`config.mk`:
```
export PLATFORM = sky130hd
export DESIGN_NAME = master_out_port_flat
export DESIGN_NICKNAME = d
export VERILOG_FILES = /design/src/rtl/master_out_port_if.sv /design/src/rtl/master_out_port.sv /design/src/flat_wrapper.sv
export SDC_FILE = /design/constraint.sdc
export NUM_CORES = 1
export LEC_CHECK = 0
export BUFFER_PORTS_ARGS = -buffer_cell sky130_fd_sc_hd__buf_2
export CORE_ASPECT_RATIO = 0.8
export CORE_MARGIN = 2
export CORE_UTILIZATION = 54
export DETAILED_ROUTE_END_ITERATION = 12
export GPL_ROUTABILITY_DRIVEN = 0
export PLACE_DENSITY_LB_ADDON = 0.1
export SYNTH_ARGS = -nofsm -noshare
export SYNTH_HDL_FRONTEND = slang
export SYNTH_SLANG_ARGS = --single-unit
```
`constraint.sdc`:
```
create_clock -name clk -period 2.6 [get_ports clk]
set_clock_uncertainty 0.2 [all_clocks]
set_input_delay 0.52 -clock clk [delete_from_list [all_inputs] [get_ports clk]]
set_output_delay 0.52 -clock clk [all_outputs]
set_load 0.01 [all_outputs]
```
`src/rtl/master_out_port_if.sv`:
```
// Serial master-to-slave link: bit lines and transaction qualifiers toward the slave, with slave_ready
// flowing back. The master modport drives the lines; the slave modport observes them and returns slave_ready.
interface master_out_port_if;
  logic tx_address;
  logic tx_data;
  logic master_valid;
  logic read_en;
  logic write_en;
  logic tx_burst;
  logic slave_ready;

  modport master (
    output tx_address,
    output tx_data,
    output master_valid,
    output read_en,
    output write_en,
    output tx_burst,
    input  slave_ready
  );

  modport slave (
    input  tx_address,
    input  tx_data,
    input  master_valid,
    input  read_en,
    input  write_en,
    input  tx_burst,
    output slave_ready
  );
endinterface

```
`src/rtl/master_out_port.sv`:
```
// Serialises one request LSB-first (address, then data beats); start->tx_done is 2+ADDR_WIDTH(+DATA_WIDTH per beat) cycles.
// slave_ready low freezes the current bit on its line; later burst beats are pulled in with data_ready/data_valid.
module master_out_port #(
  parameter int ADDR_WIDTH = 12,
  parameter int DATA_WIDTH = 8,
  parameter int BURST_LEN  = 4
) (
  input  logic                  clk,
  input  logic                  reset,
  input  logic                  start,
  input  logic                  rd_wr,
  input  logic                  burst,
  input  logic [ADDR_WIDTH-1:0] address_in,
  input  logic [DATA_WIDTH-1:0] data_in,
  input  logic                  data_valid,
  output logic                  data_ready,
  output logic                  busy,
  output logic                  tx_done,
  master_out_port_if.master     bus
);

  localparam int MAX_W  = (ADDR_WIDTH > DATA_WIDTH) ? ADDR_WIDTH : DATA_WIDTH;
  localparam int CNT_W  = (MAX_W > 1) ? $clog2(MAX_W) : 1;
  localparam int BEAT_W = $clog2(BURST_LEN + 1);

  localparam logic [CNT_W-1:0]  ADDR_LAST = CNT_W'(ADDR_WIDTH - 1);
  localparam logic [CNT_W-1:0]  DATA_LAST = CNT_W'(DATA_WIDTH - 1);
  localparam logic [BEAT_W-1:0] BEATS     = BEAT_W'(BURST_LEN);

  typedef enum logic [2:0] {
    IDLE,
    REQ,
    ADDR,
    DATA,
    WAIT_DATA,
    DONE
  } state_t;

  state_t state, state_nxt;

  logic [ADDR_WIDTH-1:0] addr_sh;
  logic [DATA_WIDTH-1:0] data_sh;
  logic                  wr_q;
  logic                  burst_q;
  logic [CNT_W-1:0]      bit_cnt;
  logic [BEAT_W-1:0]     beat_cnt;
  logic [BEAT_W-1:0]     beat_nxt;

  logic load_req;
  logic shift_addr;
  logic shift_data;
  logic load_beat;
  logic inc_beat;
  logic clr_bit;
  logic active;
  logic tx_address_c;
  logic tx_data_c;

  assign beat_nxt = beat_cnt + 1'b1;

  always_ff @(posedge clk) begin
    if (reset) begin
      state <= IDLE;
    end else begin
      state <= state_nxt;
    end
  end

  always_comb begin
    state_nxt    = state;
    load_req     = 1'b0;
    shift_addr   = 1'b0;
    shift_data   = 1'b0;
    load_beat    = 1'b0;
    inc_beat     = 1'b0;
    clr_bit      = 1'b0;
    active       = 1'b0;
    tx_address_c = 1'b0;
    tx_data_c    = 1'b0;
    data_ready   = 1'b0;
    tx_done      = 1'b0;

    case (state)
      IDLE: begin
        if (start) begin
          load_req  = 1'b1;
          clr_bit   = 1'b1;
          state_nxt = REQ;
        end
      end
      REQ: begin
        active = 1'b1;
        if (bus.slave_ready) begin
          clr_bit   = 1'b1;
          state_nxt = ADDR;
        end
      end
      ADDR: begin
        active       = 1'b1;
        tx_address_c = addr_sh[0];
        if (bus.slave_ready) begin
          shift_addr = 1'b1;
          if (bit_cnt == ADDR_LAST) begin
            clr_bit   = 1'b1;
            state_nxt = wr_q ? DATA : DONE;
          end
        end
      end
      DATA: begin
        active    = 1'b1;
        tx_data_c = data_sh[0];
        if (bus.slave_ready) begin
          shift_data = 1'b1;
          if (bit_cnt == DATA_LAST) begin
            clr_bit   = 1'b1;
            inc_beat  = 1'b1;
            state_nxt = (burst_q && (beat_nxt < BEATS)) ? WAIT_DATA : DONE;
          end
        end
      end
      WAIT_DATA: begin
        active     = 1'b1;
        data_ready = 1'b1;
        if (data_valid) begin
          load_beat = 1'b1;
          clr_bit   = 1'b1;
          state_nxt = DATA;
        end
      end
      DONE: begin
        tx_done   = 1'b1;
        state_nxt = IDLE;
      end
      default: begin
        state_nxt = IDLE;
      end
    endcase
  end

  // Lines always present bit 0 of a shift register, so a stall simply holds it.
  always_ff @(posedge clk) begin
    if (reset) begin
      addr_sh  <= '0;
      data_sh  <= '0;
      wr_q     <= 1'b0;
      burst_q  <= 1'b0;
      bit_cnt  <= '0;
      beat_cnt <= '0;
    end else begin
      if (load_req) begin
        addr_sh  <= address_in;
        data_sh  <= data_in;
        wr_q     <= rd_wr;
        burst_q  <= burst;
        beat_cnt <= '0;
      end
      if (shift_addr) begin
        addr_sh <= addr_sh >> 1;
      end
      if (shift_data) begin
        data_sh <= data_sh >> 1;
      end
      if (load_beat) begin
        data_sh <= data_in;
      end
      if (inc_beat) begin
        beat_cnt <= beat_nxt;
      end
      if (clr_bit) begin
        bit_cnt <= '0;
      end else if (shift_addr || shift_data) begin
        bit_cnt <= bit_cnt + 1'b1;
      end
    end
  end

  assign busy             = (state != IDLE);
  assign bus.tx_address   = tx_address_c;
  assign bus.tx_data      = tx_data_c;
  assign bus.master_valid = active;
  assign bus.read_en      = active & ~wr_q;
  assign bus.write_en     = active & wr_q;
  assign bus.tx_burst     = active & burst_q;

endmodule

```
`src/flat_wrapper.sv`:
```
// flat-port wrapper written by rule: the top's interface ports become plain ports
module master_out_port_flat 
#(
  parameter int ADDR_WIDTH = 12,
  parameter int DATA_WIDTH = 8,
  parameter int BURST_LEN  = 4
)
  (clk, reset, start, rd_wr, burst, address_in, data_in, data_valid, data_ready, busy, tx_done, bus_tx_address, bus_tx_data, bus_master_valid, bus_read_en, bus_write_en, bus_tx_burst, bus_slave_ready);
  master_out_port_if bus_i ();
  input  logic clk;
  input  logic reset;
  input  logic start;
  input  logic rd_wr;
  input  logic burst;
  input  logic [ADDR_WIDTH-1:0] address_in;
  input  logic [DATA_WIDTH-1:0] data_in;
  input  logic data_valid;
  output logic data_ready;
  output logic busy;
  output logic tx_done;
  output wire logic [$bits(bus_i.tx_address)-1:0] bus_tx_address;
  output wire logic [$bits(bus_i.tx_data)-1:0] bus_tx_data;
  output wire logic [$bits(bus_i.master_valid)-1:0] bus_master_valid;
  output wire logic [$bits(bus_i.read_en)-1:0] bus_read_en;
  output wire logic [$bits(bus_i.write_en)-1:0] bus_write_en;
  output wire logic [$bits(bus_i.tx_burst)-1:0] bus_tx_burst;
  input wire logic [$bits(bus_i.slave_ready)-1:0] bus_slave_ready;
  assign bus_tx_address = bus_i.tx_address;
  assign bus_tx_data = bus_i.tx_data;
  assign bus_master_valid = bus_i.master_valid;
  assign bus_read_en = bus_i.read_en;
  assign bus_write_en = bus_i.write_en;
  assign bus_tx_burst = bus_i.tx_burst;
  assign bus_i.slave_ready = bus_slave_ready;
  master_out_port #(.ADDR_WIDTH(ADDR_WIDTH), .DATA_WIDTH(DATA_WIDTH), .BURST_LEN(BURST_LEN)) u_core (.clk(clk), .reset(reset), .start(start), .rd_wr(rd_wr), .burst(burst), .address_in(address_in), .data_in(data_in), .data_valid(data_valid), .data_ready(data_ready), .busy(busy), .tx_done(tx_done), .bus(bus_i));
endmodule
```
==> metrics <==
status finished clean; H-tree depth 2; asr flop ratio synth 0%; maximum VDD drop 544.8 uV; CTS root buffer clkbuf_8; slowest CP cell dfxtp_1; initial antenna violation count 0; Hold Crit Class in2reg; cells after synthesis 182; routed length per placed instance 12.69 um; setup tns final 0 ps; Crit path largest cell delay 620 ps; layout cells sized above 1 25.35%; final setup violation count 0; post-route ant nets 0; crit-path cells nor2_1 > xnor2_1 > nor2b_1 > buf_2; sequential share of the synthesized area 37.45%; total iterations of the first detailed-routing run 4; Power Density 764.0 mW/mm^2; Sequential Area 640.6 um^2; Post-synth top flop dfxtp_1; cts repair resizes 0; CTS Buffer Depth 2; fillers 271; CP required 1880 ps; min cycle time layout 2309 ps; vias post-DR 1414; nets@finish 242; first-pass GRT wire length 5.223 mm; CTS buffer count 5; f_max 0.4330 GHz; Leak 0.8426 nW; Slew Viols, Final 0; Via density 5.589; Net Count, Synth 211; CP Capture Type output pin; full die area 0.003636 mm^2; Worst-Margin Slew 490.2 ps; total track usage 19.70%; number of remaining DRC errors 0; number of top-level pins 36; final WL 3.210 mm; Crit Path Max Fanout 14; Clk pin slew, worst setup/hold paths 60 ps; Setup WS post-layout 290.6 ps; RSZ-0062 raised after global routing false; crit path kind reg2out; synthesized cell area 0.001710 mm^2; Slew Limit Headroom 67.28%; CTS Sinks 32; Multi-input gate area 977.2 um^2; initial core utilization 55.84%; Max-cap violations 0; synthesized flop and latch total 32; Buf+Inv Stages, Crit Path 1; port bufs 35; Hold Vio Cnt, Final 0; diode count 0; period utilization 88.82%; Syn. warnings 0; DP Wirelength 2.300 mm; vias in the first global route 1147; Critical Path Source Type register; area grow syn2layout 14.05%; GRT overflow 0; CP delay by family, top flip-flops; pre-CTS setup slack 572.2 ps; clock latency on the worst-skew pair 280 ps; Row Count 18; hold_buf cts 0; Post-CTS Setup Bufs 0; TritonCTS clock tree done; Core Box Area 0.003063 mm^2; largest net degree at the start of global routing 28; Syn Area/Cell 9.398 um^2; Netlist cell types 49; die height 54.34 um; crit path DAT 1590 ps; Post-synth EDFFs 0; Die X 66.92 um; Initial DRC Count 61
worst register-to-register path: stages (launching register included):
cell and delay, ps:
dfxtp_1 620, nand4b_2 210, nor3_4 320, mux2_1 360, a211oi_1 220
synth_stat cells, drive strengths merged, types with 2 or more instances:
cell type   n  area [um^2]
dfxtp      32        640.6
nor2       26        113.9
mux2i      23        234.0
a211oi     19        142.6
a21oi       9        48.80
buf         9        72.56
nand2       9        33.78
clkbuf      5        18.77
and2        4        25.02
nand3       3        15.01
and3        2        12.51
ha          2        25.02
inv         2        7.510
nand2b      2        12.51
nand3b      2        15.01
nor2b       2        12.51
nor3        2        21.27
nor4b       2        17.52
o21ai       2        10.00
o31ai       2        15.01
or3         2        12.51
xnor2       2        17.52
xor2        2        17.52
path summary, 6_finish.rpt:
check | end | cells after the start | startpoint | slack (ps)
setup reg to reg | u_core.beat_cnt[2] | 4 | u_core.state[0] | 580
setup / recovery | bus_read_en | 4 | u_core.state[0] | 290
hold / removal | u_core.wr_q | 3 | rd_wr | 270
hold reg to reg | u_core.bit_cnt[1] | 2 | u_core.bit_cnt[1] | 280
logic make-up (layout without fill, tap and decap cells):
group	Yosys count	after routing	synth area share, %
mux	24	24	14.34
fa+ha+maj	2	2	1.463
buf+inv	16	47	5.779
compound gates	39	39	16.53
xor+xnor	4	4	2.049
flops	32	32	37.45
simple gates	65	65	22.38
per-layer routing:
metal  GRT usage, %  wire, um
met1          25.86      1551
met5              0         0
met2          29.83      1464
met4          7.143        44
met3          7.407       150
through the flow:
stage / hold WS (ps) / power (mW) / instance area, um^2 / util (%) / std cells
global route: 288.9 / 1.593 / 1951 / 63.68 / 253
finish: 268.8 / 1.490 / 1951 / 63.68 / 253
global placement: 259.2 / 1.134 / 1873 / 61.15 / 246
floorplan: 249.6 / 1.065 / 1710 / - / 182
detailed placement: 277.7 / 1.151 / 1873 / 61.15 / 246
CTS: 263.9 / 1.506 / 1951 / 63.68 / 253
state kept, by name, indices dropped and copies added (netlist names):
name and cells:
u_core.wr_q 1, u_core.addr_sh 12, u_core.bit_cnt 4, u_core.state 3
u_core.burst_q 1, u_core.beat_cnt 3, u_core.data_sh 8
layout make-up:
cell class,count,share of cell area [%]
multi-input cells,134,50.10
inverters,2,0.3849
flip-flops and latches,32,32.84
repair buffers,38,10.13
clock buffers,6,3.720
clock inverters,1,0.2566
well taps,40,2.566
power breakdown:
part	switching [mW]	leakage [nW]	total, mW	internal [mW]
sequential	0.0780	0.262	0.647	0.569
clock	0.169	0.0410	0.350	0.181
combinational	0.248	0.540	0.493	0.245
total	0.495	0.843	1.49	0.995
cells in the final DEF (no fill, tap or decap), drive strengths merged, types with 2 or more instances in the layout:
cell    count
o31ai       2
nand2b      2
xor2        2
nor3        2
ha          2
nand3b      2
dfxtp      32
and2        4
nor4b       2
nor2       26
nand3       3
xnor2       2
nor2b       2
mux2i      23
buf        38
and3        2
a21oi       9
clkbuf      6
or3         2
inv         2
a211oi     19
o21ai       2
nand2       9
Power figures use the tool's default switching activity.
